[src/rtl/alu_arb_pkg.sv]
// Shared definitions for the two-requester ALU arbiter: FSM states,
// requester id type and the ALU opcode map used by the external ALU.
package alu_arb_pkg;

    typedef enum logic [1:0] {
        ST_IDLE = 2'd0,
        ST_EXEC = 2'd1,
        ST_RESP = 2'd2
    } arb_state_e;

    typedef logic req_id_t;

    localparam logic [3:0] ALU_AND   = 4'b0000;
    localparam logic [3:0] ALU_OR    = 4'b0001;
    localparam logic [3:0] ALU_ADD   = 4'b0010;
    localparam logic [3:0] ALU_SUB   = 4'b0110;
    localparam logic [3:0] ALU_SLT   = 4'b0101;
    localparam logic [3:0] ALU_BNE   = 4'b1010;
    localparam logic [3:0] ALU_PASSB = 4'b1101;

endpackage

[src/rtl/rr_arbiter2.sv]
// Two-way round-robin grant. Purely combinational: the caller holds the
// last-grant history and decides when a grant may be issued (enable_i).
module rr_arbiter2 (
    input  logic       valid0_i,
    input  logic       valid1_i,
    input  logic       last_grant_i,
    input  logic       enable_i,
    output logic [1:0] grant_o
);

    // One-hot grant; on contention the requester not granted last wins.
    always_comb begin
        grant_o = 2'b00;
        if (!enable_i) begin
            grant_o = 2'b00;
        end else if (valid0_i && valid1_i) begin
            grant_o = last_grant_i ? 2'b01 : 2'b10;
        end else if (valid0_i) begin
            grant_o = 2'b01;
        end else if (valid1_i) begin
            grant_o = 2'b10;
        end else begin
            grant_o = 2'b00;
        end
    end

endmodule

[src/rtl/alu_arbiter.sv]
// Shares one external combinational ALU between two requesters. One
// operation is in flight at a time: accept (IDLE) -> capture result (EXEC)
// -> hold response until consumed (RESP).
module alu_arbiter
    import alu_arb_pkg::*;
#(
    parameter int DATA_WIDTH    = 32,
    parameter int OPCODE_LENGTH = 4
) (
    input  logic                     clk,
    input  logic                     reset,
    input  logic                     req0_valid,
    output logic                     req0_ready,
    input  logic [DATA_WIDTH-1:0]    req0_srca,
    input  logic [DATA_WIDTH-1:0]    req0_srcb,
    input  logic [OPCODE_LENGTH-1:0] req0_op,
    input  logic                     req1_valid,
    output logic                     req1_ready,
    input  logic [DATA_WIDTH-1:0]    req1_srca,
    input  logic [DATA_WIDTH-1:0]    req1_srcb,
    input  logic [OPCODE_LENGTH-1:0] req1_op,
    output logic [DATA_WIDTH-1:0]    alu_srca,
    output logic [DATA_WIDTH-1:0]    alu_srcb,
    output logic [OPCODE_LENGTH-1:0] alu_op,
    input  logic [DATA_WIDTH-1:0]    alu_result,
    output logic                     rsp0_valid,
    input  logic                     rsp0_ready,
    output logic [DATA_WIDTH-1:0]    rsp0_data,
    output logic                     rsp1_valid,
    input  logic                     rsp1_ready,
    output logic [DATA_WIDTH-1:0]    rsp1_data,
    output logic                     busy
);

    arb_state_e                 state_q, state_d;
    logic                       last_grant_q, last_grant_d;
    req_id_t                    owner_q, owner_d;
    logic [DATA_WIDTH-1:0]      srca_q, srca_d;
    logic [DATA_WIDTH-1:0]      srcb_q, srcb_d;
    logic [OPCODE_LENGTH-1:0]   op_q, op_d;
    logic [DATA_WIDTH-1:0]      result_q, result_d;

    logic [1:0]                 grant_s;
    logic                       accept_s;
    logic                       rsp_hs_s;

    // Grants are only offered while idle, so ready never rises mid-flight.
    rr_arbiter2 u_rr (
        .valid0_i     (req0_valid),
        .valid1_i     (req1_valid),
        .last_grant_i (last_grant_q),
        .enable_i     (state_q == ST_IDLE),
        .grant_o      (grant_s)
    );

    assign accept_s = grant_s[0] | grant_s[1];
    assign rsp_hs_s = (state_q == ST_RESP) &&
                      ((owner_q == 1'b0) ? rsp0_ready : rsp1_ready);

    // Next-state and datapath capture; everything holds unless its phase acts.
    always_comb begin
        state_d      = state_q;
        last_grant_d = last_grant_q;
        owner_d      = owner_q;
        srca_d       = srca_q;
        srcb_d       = srcb_q;
        op_d         = op_q;
        result_d     = result_q;
        case (state_q)
            ST_IDLE: begin
                if (accept_s) begin
                    state_d      = ST_EXEC;
                    owner_d      = grant_s[1];
                    last_grant_d = grant_s[1];
                    srca_d       = grant_s[1] ? req1_srca : req0_srca;
                    srcb_d       = grant_s[1] ? req1_srcb : req0_srcb;
                    op_d         = grant_s[1] ? req1_op   : req0_op;
                end else begin
                    state_d = ST_IDLE;
                end
            end
            ST_EXEC: begin
                result_d = alu_result;
                state_d  = ST_RESP;
            end
            ST_RESP: begin
                // Returning to IDLE a cycle later keeps accept and
                // response handshakes in different cycles.
                if (rsp_hs_s) begin
                    state_d = ST_IDLE;
                end else begin
                    state_d = ST_RESP;
                end
            end
            default: begin
                state_d = ST_IDLE;
            end
        endcase
    end

    // State registers; reset drops any in-flight operation.
    always_ff @(posedge clk) begin
        if (reset) begin
            state_q      <= ST_IDLE;
            last_grant_q <= 1'b1;
            owner_q      <= 1'b0;
            srca_q       <= '0;
            srcb_q       <= '0;
            op_q         <= '0;
            result_q     <= '0;
        end else begin
            state_q      <= state_d;
            last_grant_q <= last_grant_d;
            owner_q      <= owner_d;
            srca_q       <= srca_d;
            srcb_q       <= srcb_d;
            op_q         <= op_d;
            result_q     <= result_d;
        end
    end

    assign req0_ready = grant_s[0];
    assign req1_ready = grant_s[1];

    assign alu_srca = srca_q;
    assign alu_srcb = srcb_q;
    assign alu_op   = op_q;

    assign rsp0_valid = (state_q == ST_RESP) && (owner_q == 1'b0);
    assign rsp1_valid = (state_q == ST_RESP) && (owner_q == 1'b1);
    assign rsp0_data  = rsp0_valid ? result_q : '0;
    assign rsp1_data  = rsp1_valid ? result_q : '0;

    assign busy = (state_q != ST_IDLE);

endmodule

[config.mk]
export PLATFORM = sky130hd
export DESIGN_NAME = alu_arbiter
export DESIGN_NICKNAME = d
export VERILOG_FILES = /design/src/rtl/alu_arb_pkg.sv /design/src/rtl/rr_arbiter2.sv /design/src/rtl/alu_arbiter.sv
export SDC_FILE = /design/constraint.sdc
export NUM_CORES = 1
export LEC_CHECK = 0
export BUFFER_PORTS_ARGS = -buffer_cell sky130_fd_sc_hd__buf_2
export CORE_AREA = 2 2 121 123
export DETAILED_ROUTE_END_ITERATION = 10
export DIE_AREA = 0 0 123 125
export HOLD_SLACK_MARGIN = 0.08
export PLACE_DENSITY_LB_ADDON = 0.25
export SLEW_MARGIN = 20
export SYNTH_ARGS = -nofsm -noshare
export SYNTH_HDL_FRONTEND = slang
export SYNTH_HIERARCHICAL = 1
export SYNTH_SLANG_ARGS = --single-unit
[constraint.sdc]
create_clock -name clk -period 2.34 [get_ports clk]
set_input_delay 0.117 -clock clk [delete_from_list [all_inputs] [get_ports clk]]
set_output_delay 0.117 -clock clk [all_outputs]
set_load 0.01 [all_outputs]
==> results.sh <==
export IMPL_synthXorXnorAreaFrac_pct=0
export IMPL_wl_per_cell_um=14.2
export IMPL_crit_path_max_incr_delay_ps=360
export IMPL_clock_sinks=104
export IMPL_finClkSkew_ps=6.06
export IMPL_slowest_stage="buf_12"
export IMPL_rsz0062_at_grt="false"
export IMPL_clk_pin_slew_ps=70
export IMPL_antenna_found_initial=1
export IMPL_post_cts_buffers=0
export IMPL_netlist_area_leader_share_pct=41.0
export IMPL_synth_seq_area_share_pct=41.0
export IMPL_synth_mux_area_share_pct=13.6
export IMPL_nets=1041
export IMPL_post_drt_via_cell_ratio=4.80
export IMPL_firstDrtPassIters=4
export IMPL_path_delay_family="buffers and inverters"
export IMPL_crit_start="state_q[1]"
export IMPL_critPathKind="flop to primary output"
export IMPL_swShare_pct=32.5
export IMPL_numCtsBuffers=9
export IMPL_gp_congestion=0.766
export IMPL_cts_tree="done"
export IMPL_synth_compound_area_share_pct=24.0
export IMPL_worstPathRequired_ps=2220
export IMPL_pre_cts_slack_ps=354
export IMPL_die_height_um=125
export IMPL_synth_top_area_cell="dfxtp_1"
export IMPL_power_leakage_uw=0.00346
export IMPL_die_x_um=123
export IMPL_drv_slew=0
export IMPL_drcViolationCount=0
export IMPL_worst_ep_arrival_time_ps=1930
export IMPL_root_buffer="clkbuf_16"
export IMPL_grt_remaining_overflow=0
export IMPL_io_buffers=310
export IMPL_yosys_warnings=6
export IMPL_dp_hpwl_um=10800
export IMPL_layout_common_cells="buf_2 (309), dfxtp_1 (104), a21oi_1 (83)"
export IMPL_worstPathMaxFanout=71
export IMPL_grt_pass1_vias=4699
export IMPL_coreArea_sq_um=14200
export IMPL_setup_violations_final=0
export IMPL_synth_top_family_by_area="compound AO/OA/AOI/OAI gates"
export IMPL_start_util_pct=35.8
export IMPL_internal_power_uw=4120
export IMPL_antenna_cells=0
export IMPL_areaGrowthSynthToFinish_pct=46.6
export IMPL_status="finished, final reports clean"
export IMPL_fmax_mhz=489
export IMPL_yosysUniqueCellTypes=25
export IMPL_fillerInstances=1371
export IMPL_end_kind="primary output"
export IMPL_vdd_ir_drop_max_v=0.000438
export IMPL_grt_max_degree=72
export IMPL_ios=311
export IMPL_postSynthCellCount=548
export IMPL_insertion_delay_ps=350
export IMPL_drive_above_1_share_pct=44.8
export IMPL_layout_commonest_cell="buf_2"
export IMPL_synth_adder_area_share_pct=0
export IMPL_cap_violations=0
export IMPL_cp_start_kind="flop"
export IMPL_h_tree_depth=3
export IMPL_drt_iter0_drc=147
export IMPL_cts_resized=0
export IMPL_switchingPower_uw=1990
export IMPL_power_density_nw_per_um2=821
export IMPL_synthSimpleGateAreaFrac_pct=14.4
export IMPL_worstPathCellList="or2_1 > clkinv_4 > nand2_1 > a21oi_4 > buf_12 > buf_2"
export IMPL_grt_pass1_wl_um=23200
export IMPL_track_usage_pct=18.9
export IMPL_synth_area_sq_um=5080
export IMPL_tightest_slew_ps=847
export IMPL_combPwrFrac_pct=34.5
export IMPL_drt_wl_total_um=15000
export IMPL_fp_row_count=44
export IMPL_dieArea_sq_um=15400
export IMPL_whs_ps=107
export IMPL_worst_path_buf_inv=3
export IMPL_final_min_clock_period_ps=2040
export IMPL_clkPwrFrac_pct=28.0
export IMPL_ant_nets=0
export IMPL_ys_ff_latch=104
export IMPL_setup_tns_ps=0
export IMPL_synth_area_leaders="dfxtp_1 (41%), mux2i_1 (14%), a21oi_1 (8.3%)"
export IMPL_clockBufferDepth=2
export IMPL_synth_net_count=722
export IMPL_hold_start="req0_srcb[4]"
export IMPL_pwr_share_seq_pct=37.6
export IMPL_hold_viol_final=0
export IMPL_cts_hold_repair_buffers=34
export IMPL_slew_headroom_pct=43.5
export IMPL_fin_crit_sh_pct=87.3
export IMPL_vias=5065
export IMPL_reg2reg_from="state_q[1]"
export IMPL_avgSynthCellArea_sq_um=9.27
export IMPL_timing_final_ws_setup_ps=297
export IMPL_min_path_type="primary input to flop"
area by class of cell:
class	count	area, sq um	share of cell area (%)
clock inverter	3	90.1	1.21
tap	184	230	3.09
timing repair buffer	365	2130	28.6
inverter	2	12.5	0.168
clock buffer	12	246	3.31
sequential	104	2080	28.0
multi-input combinational	385	2660	35.7
cell families after synthesis:
logic type / count (synthesis)
buf+inv: 59
flops: 104
mux: 69
simple gates: 142
compound gates: 174
flip-flops by register name, indices dropped and copies added, names as in the netlist:
| signal | flops |
|---|---|
| alu_srca | 32 |
| alu_srcb | 32 |
| result_q | 32 |
| alu_op | 4 |
| state_q | 2 |
| last_grant_q | 1 |
| owner_q | 1 |
synth_stat cells, drive strengths merged:
| library cell | instances |
|---|---|
| a211oi | 68 |
| a21oi | 104 |
| a221o | 1 |
| and2 | 64 |
| and3b | 1 |
| buf | 39 |
| clkbuf | 18 |
| clkinv | 1 |
| dfxtp | 104 |
| inv | 1 |
| mux2i | 69 |
| nand2 | 68 |
| nand2b | 1 |
| nand3b | 1 |
| nor2 | 2 |
| nor2b | 1 |
| nor3 | 1 |
| nor3b | 1 |
| o21ai | 1 |
| or2 | 2 |
final timing paths:
check             cells past startpoint      endpoint  slack (ps)
hold reg to reg                       2  result_q[24]         460
hold / removal                        3   alu_srcb[4]         110
setup reg to reg                      8  alu_srca[27]         350
setup / recovery                      6    req1_ready         300
worst register-to-register path: stages, from the launching register on:
cell and delay [ps]:
dfxtp_1 350, or2_1 290, clkinv_4 70, nand2_1 50
a21oi_1 210, or2_2 280, buf_12 270, a21oi_1 130
a211oi_1 260
per-layer routing:
metal	GRT usage (%)	part of all wire [%]	up-vias
met5	0	0.047	-
met4	6.95	1.7	2
met3	5.16	8.1	20
met2	33.2	49	205
met1	21.8	41	2274
li1	-	-	2564
power groups by stage:
stage / Sequential [uW] / Clock, uW / Combinational [uW]
2_1_floorplan: 2440 / 0 / 1270
3_3_place_gp: 2330 / 0 / 2060
3_5_place_dp: 2330 / 0 / 2090
4_1_cts: 2300 / 1760 / 2150
5_1_grt: 2340 / 1820 / 2320
6_report: 2300 / 1710 / 2110
metrics by stage:
stage / util [%] / cell area, sq um / cells / power [uW]
finish: 52.4 / 7440 / 1055 / 6110
CTS: 52.4 / 7440 / 1055 / 6200
global placement: 47.6 / 6770 / 1006 / 4390
detailed placement: 47.6 / 6770 / 1006 / 4420
global route: 52.4 / 7440 / 1055 / 6480
floorplan: - / 5080 / 548 / 3710
Power figures use the tool's default switching activity.
